File: config.mk
export PLATFORM = sky130hd
export DESIGN_NAME = mac_tap_sequencer
export DESIGN_NICKNAME = d
export VERILOG_FILES = /design/src/rtl/mac_tap_sequencer.sv
export SDC_FILE = /design/constraint.sdc
export NUM_CORES = 1
export LEC_CHECK = 0
export BUFFER_PORTS_ARGS = -buffer_cell sky130_fd_sc_hd__buf_2
export CAP_MARGIN = 10
export CORE_MARGIN = 2
export CORE_UTILIZATION = 37
export CTS_CLUSTER_SIZE = 16
export DETAILED_ROUTE_END_ITERATION = 8
export PLACE_DENSITY = 0.52
export REMOVE_ABC_BUFFERS = 1
export SYNTH_ARGS = -nofsm -noshare
export SYNTH_HDL_FRONTEND = slang
export SYNTH_SLANG_ARGS = --single-unit
File: constraint.sdc
create_clock -name clk -period 31.1 [get_ports clk]
set_clock_uncertainty 0.15 [all_clocks]
set_input_delay 6.22 -clock clk [delete_from_list [all_inputs] [get_ports clk]]
set_output_delay 6.22 -clock clk [all_outputs]
set_load 0.005 [all_outputs]
File: src/rtl/mac_tap_sequencer.sv
// mac_tap_sequencer: streams coefficient/sample pairs into a MAC so that it computes a TAPS-tap FIR output per sample
module mac_tap_sequencer #(
  parameter int WIDTH    = 16,
  parameter int TAPS     = 8,
  parameter int TAP_BITS = 3
) (
  input  logic                clk,
  input  logic                reset,
  input  logic                coef_we,
  input  logic [TAP_BITS-1:0] coef_addr,
  input  logic [WIDTH-1:0]    coef_data,
  input  logic                s_valid,
  output logic                s_ready,
  input  logic [WIDTH-1:0]    s_data,
  output logic                mac_clr,
  output logic                mac_ena,
  output logic [WIDTH-1:0]    mac_k,
  output logic [WIDTH-1:0]    mac_x,
  output logic                acc_valid,
  output logic                busy
);
  typedef enum logic [1:0] {IDLE, CLEAR, RUN, DONE} state_t;
  localparam logic [TAP_BITS-1:0] LAST = TAP_BITS'(TAPS - 1);
  state_t              state_q, state_d;
  logic [TAP_BITS-1:0] tap_q, tap_d;
  logic [WIDTH-1:0]    delay_q [TAPS];
  logic [WIDTH-1:0]    delay_d [TAPS];
  logic [WIDTH-1:0]    coef_q [TAPS];
  logic [WIDTH-1:0]    coef_d [TAPS];
  logic                s_ready_q, s_ready_d;
  logic                mac_clr_q, mac_clr_d;
  logic                mac_ena_q, mac_ena_d;
  logic                acc_valid_q, acc_valid_d;
  logic                busy_q, busy_d;
  logic [WIDTH-1:0]    mac_k_q, mac_k_d;
  logic [WIDTH-1:0]    mac_x_q, mac_x_d;
  logic                accept;
  assign accept    = s_valid && s_ready_q;
  assign s_ready   = s_ready_q;
  assign mac_clr   = mac_clr_q;
  assign mac_ena   = mac_ena_q;
  assign acc_valid = acc_valid_q;
  assign busy      = busy_q;
  assign mac_k     = mac_k_q;
  assign mac_x     = mac_x_q;
  // state, tap counter, delay line and coefficient bank
  always_ff @(posedge clk or posedge reset) begin
    if (reset) begin
      state_q <= IDLE;
      tap_q   <= '0;
      for (int i = 0; i < TAPS; i++) begin
        delay_q[i] <= '0;
        coef_q[i]  <= '0;
      end
    end else begin
      state_q <= state_d;
      tap_q   <= tap_d;
      delay_q <= delay_d;
      coef_q  <= coef_d;
    end
  end
  // FSM next state: one clear cycle, TAPS run cycles, one done cycle per sample
  always_comb begin
    state_d = state_q;
    tap_d   = tap_q;
    case (state_q)
      IDLE:    state_d = accept ? CLEAR : IDLE;
      CLEAR: begin
        state_d = RUN;
        tap_d   = '0;
      end
      RUN: begin
        state_d = (tap_q == LAST) ? DONE : RUN;
        tap_d   = (tap_q == LAST) ? tap_q : tap_q + 1'b1;
      end
      default: state_d = IDLE;
    endcase
  end
  // shift on acceptance; coefficient writes only land while idle, so a dot product never sees a change
  always_comb begin
    delay_d[0] = accept ? s_data : delay_q[0];
    for (int i = 1; i < TAPS; i++)
      delay_d[i] = accept ? delay_q[i-1] : delay_q[i];
    for (int i = 0; i < TAPS; i++)
      coef_d[i] = (coef_we && state_q == IDLE && coef_addr == TAP_BITS'(i)) ? coef_data : coef_q[i];
  end
  // outputs decoded from the next state so they are registered and line up with the state they describe
  always_comb begin
    s_ready_d   = state_d == IDLE;
    mac_clr_d   = state_d == CLEAR;
    mac_ena_d   = state_d == RUN;
    acc_valid_d = state_d == DONE;
    busy_d      = state_d != IDLE;
    mac_k_d     = mac_ena_d ? coef_q[tap_d] : mac_k_q;
    mac_x_d     = mac_ena_d ? delay_q[tap_d] : mac_x_q;
  end
  // output registers
  always_ff @(posedge clk or posedge reset) begin
    if (reset) begin
      s_ready_q   <= 1'b0;
      mac_clr_q   <= 1'b0;
      mac_ena_q   <= 1'b0;
      acc_valid_q <= 1'b0;
      busy_q      <= 1'b0;
      mac_k_q     <= '0;
      mac_x_q     <= '0;
    end else begin
      s_ready_q   <= s_ready_d;
      mac_clr_q   <= mac_clr_d;
      mac_ena_q   <= mac_ena_d;
      acc_valid_q <= acc_valid_d;
      busy_q      <= busy_d;
      mac_k_q     <= mac_k_d;
      mac_x_q     <= mac_x_d;
    end
  end
endmodule

After elaboration in Yosys (flattened, before gate mapping). Cells that the tools add are included.

Equal/unequal tests: 13. Mux-type cells: 11. Bitwise operators: 1. $lt $le $gt $ge: 1. Div/mod/pow operators: 0. $add $sub $neg: 1. Reduce and logical (&&, ||, !) cells: 14. Multipliers: 0. Shift-type cells: 0.

Operators by type and width (count): binary-select mux 16 bit (select 3 bit) (2); 2-to-1 mux 16 bit (4); equality test 3 bit, second input constant (5); logical AND 1 bit (10); equality test 2 bit, second input constant (3); equality test 3 x 2 -> 1 bit, second input constant (2); case mux 2 bit (3 select lines) (1); case mux 3 bit (2 select lines) (1); equality test 2 x 1 -> 1 bit, second input constant (2); greater-or-equal comparator 4 bit, second input constant (1); logical NOT 2 bit (2); NOT 3 -> 4 bit (1); adder 3 x 1 -> 3 bit, second input constant (1); equality test 3 x 1 -> 1 bit, second input constant (1); logical NOT 3 bit (1); 2-to-1 mux 3 bit (1); 2-to-1 mux 1 bit (2); nonzero test 2 bit (1).

Word-level logic and storage cells: 66. Bits in registers: 298. Bits in read-only memories: 0. Memories kept: 0. RAM bits: 0. Bits of input ports: 39. Latch bits: 0.

Longest topological paths before layout. Gate-level depths: netlist of the first run.

Depth after elaboration: 7. Depth in mapped cells: 12.

Worst setup path before layout of the first run. No wires, ideal clock.

Kind: input to register. Start point: input port coef_addr[2]. End point: register coef_q[100] (netlist name). Path slack: 23.327 ns. Required time: 30.825 ns. Path buffers: 1. Cell stages on the path: 4. Data arrival time: 7.498 ns. Cell sequence: nand3b_1 > nor2_1 > clkbuf_1 > mux2_2.

Cells in the longest elaborated chain, start to end: 2.

RTL lines: from (decl) (RTL line 10) `input logic [TAP_BITS-1:0] coef_addr,`; equality test 3 x 1 -> 1 bit (RTL line 85) `coef_d[i] = (coef_we && state_q == IDLE && coef_addr == TAP_BITS'(i)) ? coef_data : coef_q[i];`; logical AND 1 bit (RTL line 85); to (signal assigned) (RTL line 59) `coef_q <= coef_d;`; to (decl) (RTL line 28) `logic [WIDTH-1:0] coef_q [TAPS];`.

No other way between the ends. A chain may end at the register's enable or synchronous reset.

Final worst setup path of the first run.
Start point: input port s_valid. End point: register mac_x_q[9] (netlist: mac_x[9]).

Cells in the longest elaborated chain, start to end: 4.

RTL lines: from (decl) (RTL line 12) `input logic s_valid,`; logical AND 1 bit (RTL line 38) `assign accept = s_valid && s_ready_q;`; 2-to-1 mux 1 bit (RTL line 67) `IDLE: state_d = accept ? CLEAR : IDLE;`; case mux 2 bit (3 select lines) (RTL line 66) `case (state_q)`; via state_d[0] (RTL line 24) `state_t state_q, state_d;`; equality test 2 bit (RTL line 91) `mac_ena_d = state_d == RUN;`; to (signal assigned) (RTL line 114) `mac_x_q <= mac_x_d;`; to (decl) (RTL line 36) `logic [WIDTH-1:0] mac_x_q, mac_x_d;`.

The timed path passes the listed nets, and every way through them passes these cells.

==> results.cfg, run 1 <==
[run_status]
status = complete, no violations

[timing]
setup_viol = 0
fin_setup_tns_ns = 0
slew_violations = 0
fmax_ghz = 0.1142
fin_crit_ns = 8.754
rsz0062_at_grt = no
period_share_pct = 28.15
worst_pin_slew_ns = 1.152
relSlewSlack_pct = 23.19
worst_slack_ns = 22.35
hold_viol_final = 0

[drt]
drt-wirelength-per-cell_um = 19.47
drt-initial-drc-count = 434
drc = 0
dr.pass1.iters = 4
ant_nets = 0
via_per_inst = 5.245
totalWireLength_um = 28500
via_count = 7679

[hold_path]
min_path_type = register to register
hold_depth = 1
worstHoldStart = coef_q[96]

[worst_setup_path]
critical_path_class = input port to register
regToRegStartpoint = state_q[0]
cp.arrival_ns = 8.97
worstPathMaxFanout = 34
reg2reg_slack_ns = 27.25
cp_slowest_cell = nor2_4
critical_path.top_delay_family = simple AND/OR/NAND/NOR gates
crit_start = s_valid
cpPeakStageDelay_ns = 0.84
critPathBufInv = 2
cp.depth = 8
cp_cell_sequence = buf_2 -> nand3_1 -> a21oi_4 -> nor2_4 -> and3_1 -> buf_4 -> a221o_1 -> a21oi_2
reg2reg_depth = 9
required_ns = 31.31
crit_path_start_kind = input port
crit_path_end_kind = register

[placed_design]
dpl.cell_count = 1406
portBuffers = 75
gp_congestion = 0.6997
placed_cell_area_um2 = 13910
dp_hpwl_um = 15630
place_ws_ns = 21.81

[logic_synthesis]
synthTopCellsByArea = dfrtp_1 57%, mux2_2 25%, mux2i_1 4.9%, o22ai_1 3.1%, a221o_1 2.4%
synth_top_area_share_pct = 56.82
synth_largest_area_cell = dfrtp_1
yosysSeqAreaShare_pct = 56.82
synth-seq-cells = 298
synth.distinct_cells = 34
synth_warnings = 0
synth_area_um2 = 13130
avgSynthCellArea_um2 = 14.22
synth_cells = 923

[layout]
area_growth_pct = 14.60
final_cell_mix = 298 x dfrtp_1, 288 x mux2_2, 75 x buf_2
layout_commonest_cell = dfrtp_1
fillers = 3294
drive_gt1_share_pct = 46.43
final_cells = 1464
final_area_um2 = 15040
final_nets = 1031
final_util_pct = 43.33

[clocking]
clkTransAtPathRegs_ns = 0.06
cts_setup_buffers = 0
htreeDepth = 2
cts_resized = 0
root_buffer = clkbuf_16
cts_made_buffers = 35
hold_buffers = 0
insertion_delay_ns = 0.51
cts.path.max_buffers = 3
cts_tree = built
clock-sinks = 298

[global_routing]
grt_pass1_wl_um = 45630
grt_usage_pct = 15.81
antenna_found_initial = 2
grt_pass1_vias = 7965
globalRouteOverflowTotal = 0
grt_max_degree = 175

[floorplanning]
io-pin-count = 76
num_rows = 68
die_w_um = 192.3
die_area_um2 = 37000
start_util_pct = 37.81
die_h_um = 192.3
core_um2 = 34710

[run]
drv_cap = 0

[power_and_ir_drop]
ir_drop_mv = 0.1008
power_density_nw_per_um2 = 123.9
p_leak_uw = 0.006751
[where the power goes]
group | internal (uW) | switching, uW
logic | 387 | 377
clock network | 250 | 154
registers | 581 | 113
total | 1220 | 645
[registers in the layout, summed over array words and instances (netlist names)]
register,flops
state_q,2
mac_x,16
tap_q,3
mac_ena,1
mac_k,16
delay_q,128
busy,1
s_ready,1
mac_clr,1
acc_valid,1
coef_q,128
[metrics by stage]
step	hold WS, ns	total power (uW)
after floorplan	0.3287	1294
after global placement	0.3368	1468
after detailed placement	0.3429	1482
after CTS	0.3568	1896
after global routing	0.3677	1999
final	0.3536	1863
[cells by family (layout without fill, tap and decap cells)]
kind of cell | after synthesis | after routing | synth area share (%)
other | 0 | 1 | 0
buffers and inverters | 69 | 154 | 2.660
flip-flops | 298 | 298 | 56.82
adder cells (fa/ha/maj) | 4 | 4 | 0.3813
XOR/XNOR | 2 | 2 | 0.1907
AND/OR/NAND/NOR | 62 | 62 | 2.116
multiplexers | 352 | 352 | 29.59
AO/OA/AOI/OAI | 136 | 136 | 8.246
[cells in the mapped netlist, drive strengths merged]
master and number:
ha 4, nor2 39, mux2 288, a22oi 1, nand2b 2, dfrtp 298, clkinv 1, inv 7
nor3 1, mux2i 64, o22ai 65, a21boi 1, a2111oi 1, nand3b 2, a221o 32, or3 2
clkbuf 29, and3 1, and2 3, a21oi 35, nand3 5, a21bo 1, nand2 6, xor2 2
buf 32, or2 1
[cell type report]
class	instances	area [um^2]	area share [%]
clock inverter	7	110.1	0.7321
sequential	298	7457	49.58
multi-input combinational	556	5355	35.60
timing repair buffer	89	493.0	3.278
inverter	8	38.79	0.2579
tap	455	569.3	3.785
antenna	1	2.502	0.01664
clock buffer	50	1015	6.746
[routing by layer]
metal  vias to the layer above  part of all wire (%)  global-route usage [%]
li1                       3557                     -                       -
met1                      3966                    49                   22.85
met2                       115                    45                   24.52
met3                        39                   3.9                   2.600
met4                         2                   1.9                   4.521
met5                         -                 0.025                       0
[final timing paths]
kind	end
max in group asynchronous	delay_q[81]
max reg2reg	mac_x[13]
min reg2reg	coef_q[96]
min	coef_q[96]
max	mac_x[9]
min in group asynchronous	coef_q[103]
No activity file was read; power rests on OpenSTA's default activity.
==> inputs of run 2 (changes only) <==
- PLACE_DENSITY: 0.52 -> 0.54
- clock period: 31.1 -> 7.5 ns (I/O delays scaled with it)
==> run 2 against run 1 <==
Global-route usage grew 0.092 points. Utilization barely moved. First-iteration DRC count decreased by 9.0%. Combinational power grew to 4.2 times the previous value. Critical endpoint is now mac_k[7]. Non-clock buffer count up 3. Setup slack worse by 18 ns. Power grew to 4.1 times the previous value.
==> results.cfg, run 2 (synthesized netlist as in run 1, its figures left out) <==
[layout]
regArea_um2 = 7457
final_util_pct = 43.28
layout_commonest_cell = dfrtp_1
fillers = 3271
final_nets = 1034
area_growth_pct = 14.47
final_cells = 1469
reg_top3 = coef_q (128), delay_q (128)
multiInputGateArea_um2 = 5355
drive_gt1_share_pct = 46.55
final_cell_mix = 298 x dfrtp_1, 288 x mux2_2, 75 x buf_2
n_antenna_cell = 0

[power_and_ir_drop]
power_density_nw_per_um2 = 510.1
ir_drop_mv = 0.3258
p_leak_uw = 0.006751

[run_status]
status = complete, no violations

[clocking]
insertion_delay_ns = 0.50
hold_buffers = 0
clkTransAtPathRegs_ns = 0.06
cts_resized = 0
clock-sinks = 298
cts.path.max_buffers = 3
cts_made_buffers = 35
root_buffer = clkbuf_16
cts_setup_buffers = 0
htreeDepth = 2
cts_tree = built

[worst_setup_path]
critical_path_class = input port to register
cpPeakStageDelay_ns = 0.60
required_ns = 7.71
cp.arrival_ns = 3.79
critPathBufInv = 3
crit_start = s_valid
crit_top_cell = buf_4
worstPathMaxFanout = 34
cp.depth = 9
cp_cell_sequence = buf_2 -> nand3_1 -> a21oi_4 -> nor2_4 -> buf_4 -> and3_1 -> buf_4 -> a221o_1 -> a21oi_2
crit_path_start_kind = input port
reg2reg_depth = 9
critical_path.top_delay_family = buffers and inverters
rr_endpoint = mac_x[15]
reg2reg_slack_ns = 3.99
crit_path_end_kind = register
regToRegStartpoint = state_q[0]
cp_slowest_cell = and3_1
critPathCapture = mac_k[7]

[placed_design]
gp_congestion = 0.6878
dpl.cell_count = 1409
dp_hpwl_um = 15870
portBuffers = 75

[timing]
rsz0062_at_grt = no
worst_pin_slew_ns = 1.042
slew_violations = 0
fin_hold_ws_ns = 0.3533
setup_viol = 0
hold_viol_final = 0
fmax_ghz = 0.2790
fin_setup_tns_ns = 0
fin_crit_ns = 3.584
relSlewSlack_pct = 30.52
period_share_pct = 47.79

[hold_path]
worstHoldStart = coef_q[40]
min_path_type = register to register

[global_routing]
globalRouteOverflowTotal = 0
antenna_found_initial = 3
grt_usage_pct = 15.90
grt_pass1_vias = 8045
grt_max_degree = 118
grt_pass1_wl_um = 45950

[drt]
drt-initial-drc-count = 395
drt-wirelength-per-cell_um = 19.39
via_per_inst = 5.267
via_count = 7737
drc = 0
totalWireLength_um = 28490
dr.pass1.iters = 4
ant_nets = 0

[floorplanning]
die_area_um2 = 37000
start_util_pct = 37.81
num_rows = 68
die_h_um = 192.3
io-pin-count = 76
die_w_um = 192.3
core_um2 = 34710

[run]
drv_cap = 0
==> run 2: changes by cell type in the layout (fill, tap and decap cells not counted), sizes merged <==
cell    change
buf         +3
bufinv      -3
clkbuf      +5
clkinv      +1
diode       -1
==> run 2: worst min-delay path by stage <==
stage                   to  slack [ns]  depth (start not counted)
2_1_floorplan   coef_q[59]        0.33                          1
3_3_place_gp   delay_q[12]        0.34                          1
3_5_place_dp   delay_q[12]        0.34                          1
4_1_cts         coef_q[50]        0.36                          1
5_1_grt         coef_q[27]        0.36                          1
6_report        coef_q[40]        0.35                          1
==> run 2: stage by stage <==
step	worst slack (ns)	cell area, um^2	power (uW)
detailed placement	3.395	13940	6145
global route	3.734	15020	8222
CTS	3.892	15020	7789
floorplan	-2.383	12810	5365
finish	3.916	15020	7664
global placement	3.447	13940	6075
==> run 2: final cells by class <==
cell class,instances,area share (%)
clock inverter,5,0.1666
timing repair buffer,92,3.431
clock buffer,55,7.079
sequential,298,49.63
inverter,8,0.2582
multi-input combinational,556,35.64
tap,455,3.789
==> run 2: routing by layer <==
layer / vias to the layer above / wire length (um) / global-route usage (%)
met5: - / 35 / 0
met4: 6 / 450 / 3.787
met3: 43 / 1009 / 2.855
met2: 101 / 12860 / 24.74
met1: 4024 / 14130 / 23.05
li1: 3563 / - / -
==> run 2: worst reg2reg max path, cell delays in order, from the launching register on <==
cell and delay (ns):
dfrtp_1 0.35, inv_1 0.06, ha_1 0.42, a21boi_2 0.25
nand3b_1 0.11, and2_4 0.65, buf_4 0.77, mux2i_1 0.19
a221o_1 0.40, a21oi_2 0.10
==> run 2: where the power goes <==
part           switching [uW]  total (uW)  leakage, uW  internal [uW]
Sequential                467        2880      0.00363           2410
Clock                     637        1610     0.000539            969
Combinational            1580        3180      0.00258           1610
Total                    2680        7660      0.00675           4980
==> inputs of run 3 (changes only) <==
- PLACE_DENSITY: 0.54 -> 0.52
- clock period: 7.5 -> 3.6 ns (I/O delays scaled with it)
==> run 3 against run 2 <==
Sequential power grew 110%. Sequential share of layout area is 0.39 points lower. Clock power rose by 110%. Power increased by 110%. Largest cell class unchanged. Cell area increased by 0.79%. Hold slack lost 0.21 ns. Register-to-register slack got worse by 3.3 ns. First-iteration DRC count shrank 19%. Setup slack got worse by 3.2 ns. Via count up 0.54%. Clock-buffer cell count down 5.
==> results.cfg, run 3 (synthesized netlist as in run 1, its figures left out) <==
[global_routing]
grt_max_degree = 120
globalRouteOverflowTotal = 0
grt_pass1_wl_um = 47020
grt_usage_pct = 16.32
antenna_found_initial = 2
grt_pass1_vias = 7983

[floorplanning]
die_w_um = 192.3
num_rows = 68
die_h_um = 192.3
start_util_pct = 37.81
die_area_um2 = 37000
io-pin-count = 76
core_um2 = 34710

[placed_design]
dpl.cell_count = 1417
dp_hpwl_um = 16480
portBuffers = 75
gp_congestion = 0.7109

[power_and_ir_drop]
ir_drop_mv = 0.6191
power_density_nw_per_um2 = 1064
p_leak_uw = 0.006810

[worst_setup_path]
required_ns = 3.81
crit_path_start_kind = register
cpPeakStageDelay_ns = 0.59
worstPathMaxFanout = 22
crit_path_end_kind = register
critPathBufInv = 1
critical_path.top_delay_family = simple AND/OR/NAND/NOR gates
cp.arrival_ns = 3.07
cp_slowest_cell = and3_1
cp_cell_sequence = ha_1 -> xor2_1 -> nand2_1 -> o22ai_1 -> and3_1 -> buf_4 -> a221o_1 -> a21oi_2
critical_path_class = register to register

[layout]
final_cells = 1475
final_cell_mix = 298 x dfrtp_1, 288 x mux2_2, 75 x buf_2
drive_gt1_share_pct = 47.20
reg_top3 = coef_q (128), delay_q (128)
area_growth_pct = 15.38
final_nets = 1042
layout_commonest_cell = dfrtp_1

[run_status]
status = complete, no violations

[drt]
totalWireLength_um = 29220
via_count = 7779
drt-wirelength-per-cell_um = 19.81
drt-initial-drc-count = 318
ant_nets = 0
drc = 0
via_per_inst = 5.274
dr.pass1.iters = 4

[clocking]
cts_made_buffers = 35
cts_resized = 0
htreeDepth = 2
clkTransAtPathRegs_ns = 0.06
root_buffer = clkbuf_16
cts.path.max_buffers = 3
hold_buffers = 0
insertion_delay_ns = 0.51
cts_tree = built
cts_setup_buffers = 0
clock-sinks = 298

[hold_path]
min_path_type = input port to async pin

[timing]
worst_pin_slew_ns = 0.9704
fin_crit_ns = 2.862
fin_setup_tns_ns = 0
period_share_pct = 79.50
setup_viol = 0
slew_violations = 0
rsz0062_at_grt = no
relSlewSlack_pct = 35.31
fmax_ghz = 0.3494
hold_viol_final = 0

[run]
drv_cap = 0
==> run 3: final timing paths <==
path                       slack [ns]  cells after the start        from           end
min in group clk                 0.29                      2   s_data[3]  delay_q[115]
hold / removal                   0.15                      2       reset    coef_q[33]
setup / recovery                 0.74                      8    tap_q[0]      mac_k[9]
setup reg to reg                 0.74                      8    tap_q[0]      mac_k[9]
max in group asynchronous        2.25                      3       reset     acc_valid
hold reg to reg                  0.35                      1  delay_q[5]    delay_q[5]
==> run 3: area by class of cell <==
cell class	instances	area, um^2
fill	3201	19570
sequential	298	7457
multi-input combinational	556	5355
clock buffer	50	1012
timing repair buffer	100	638.1
tap	455	569.3
clock inverter	7	70.07
inverter	8	38.79
antenna	1	2.502
==> run 3: where the power goes <==
group          internal (uW)  switching, uW
combinational           3440           3320
sequential              5020            974
clock                   2020           1340
total                  10500           5640
==> run 3: routing by layer <==
metal	vias up	part of all wire [%]	track usage, %
met4	2	1.6	3.993
met1	4053	48	23.20
li1	3587	-	-
met2	102	47	26.04
met3	35	3.6	2.691
met5	-	0.038	0
==> run 3: per-stage QoR <==
stage	instance area, um^2	util, %	power, uW	hold slack, ns	worst slack (ns)
global placement	14060	40.50	12830	0.3366	0.7272
CTS	15140	43.62	16410	0.1950	0.7071
floorplan	12810	-	10740	0.3287	-5.503
detailed placement	14060	40.50	12940	0.3432	0.7294
global route	15140	43.62	17280	0.2110	0.5277
finish	15140	43.62	16120	0.1452	0.7380
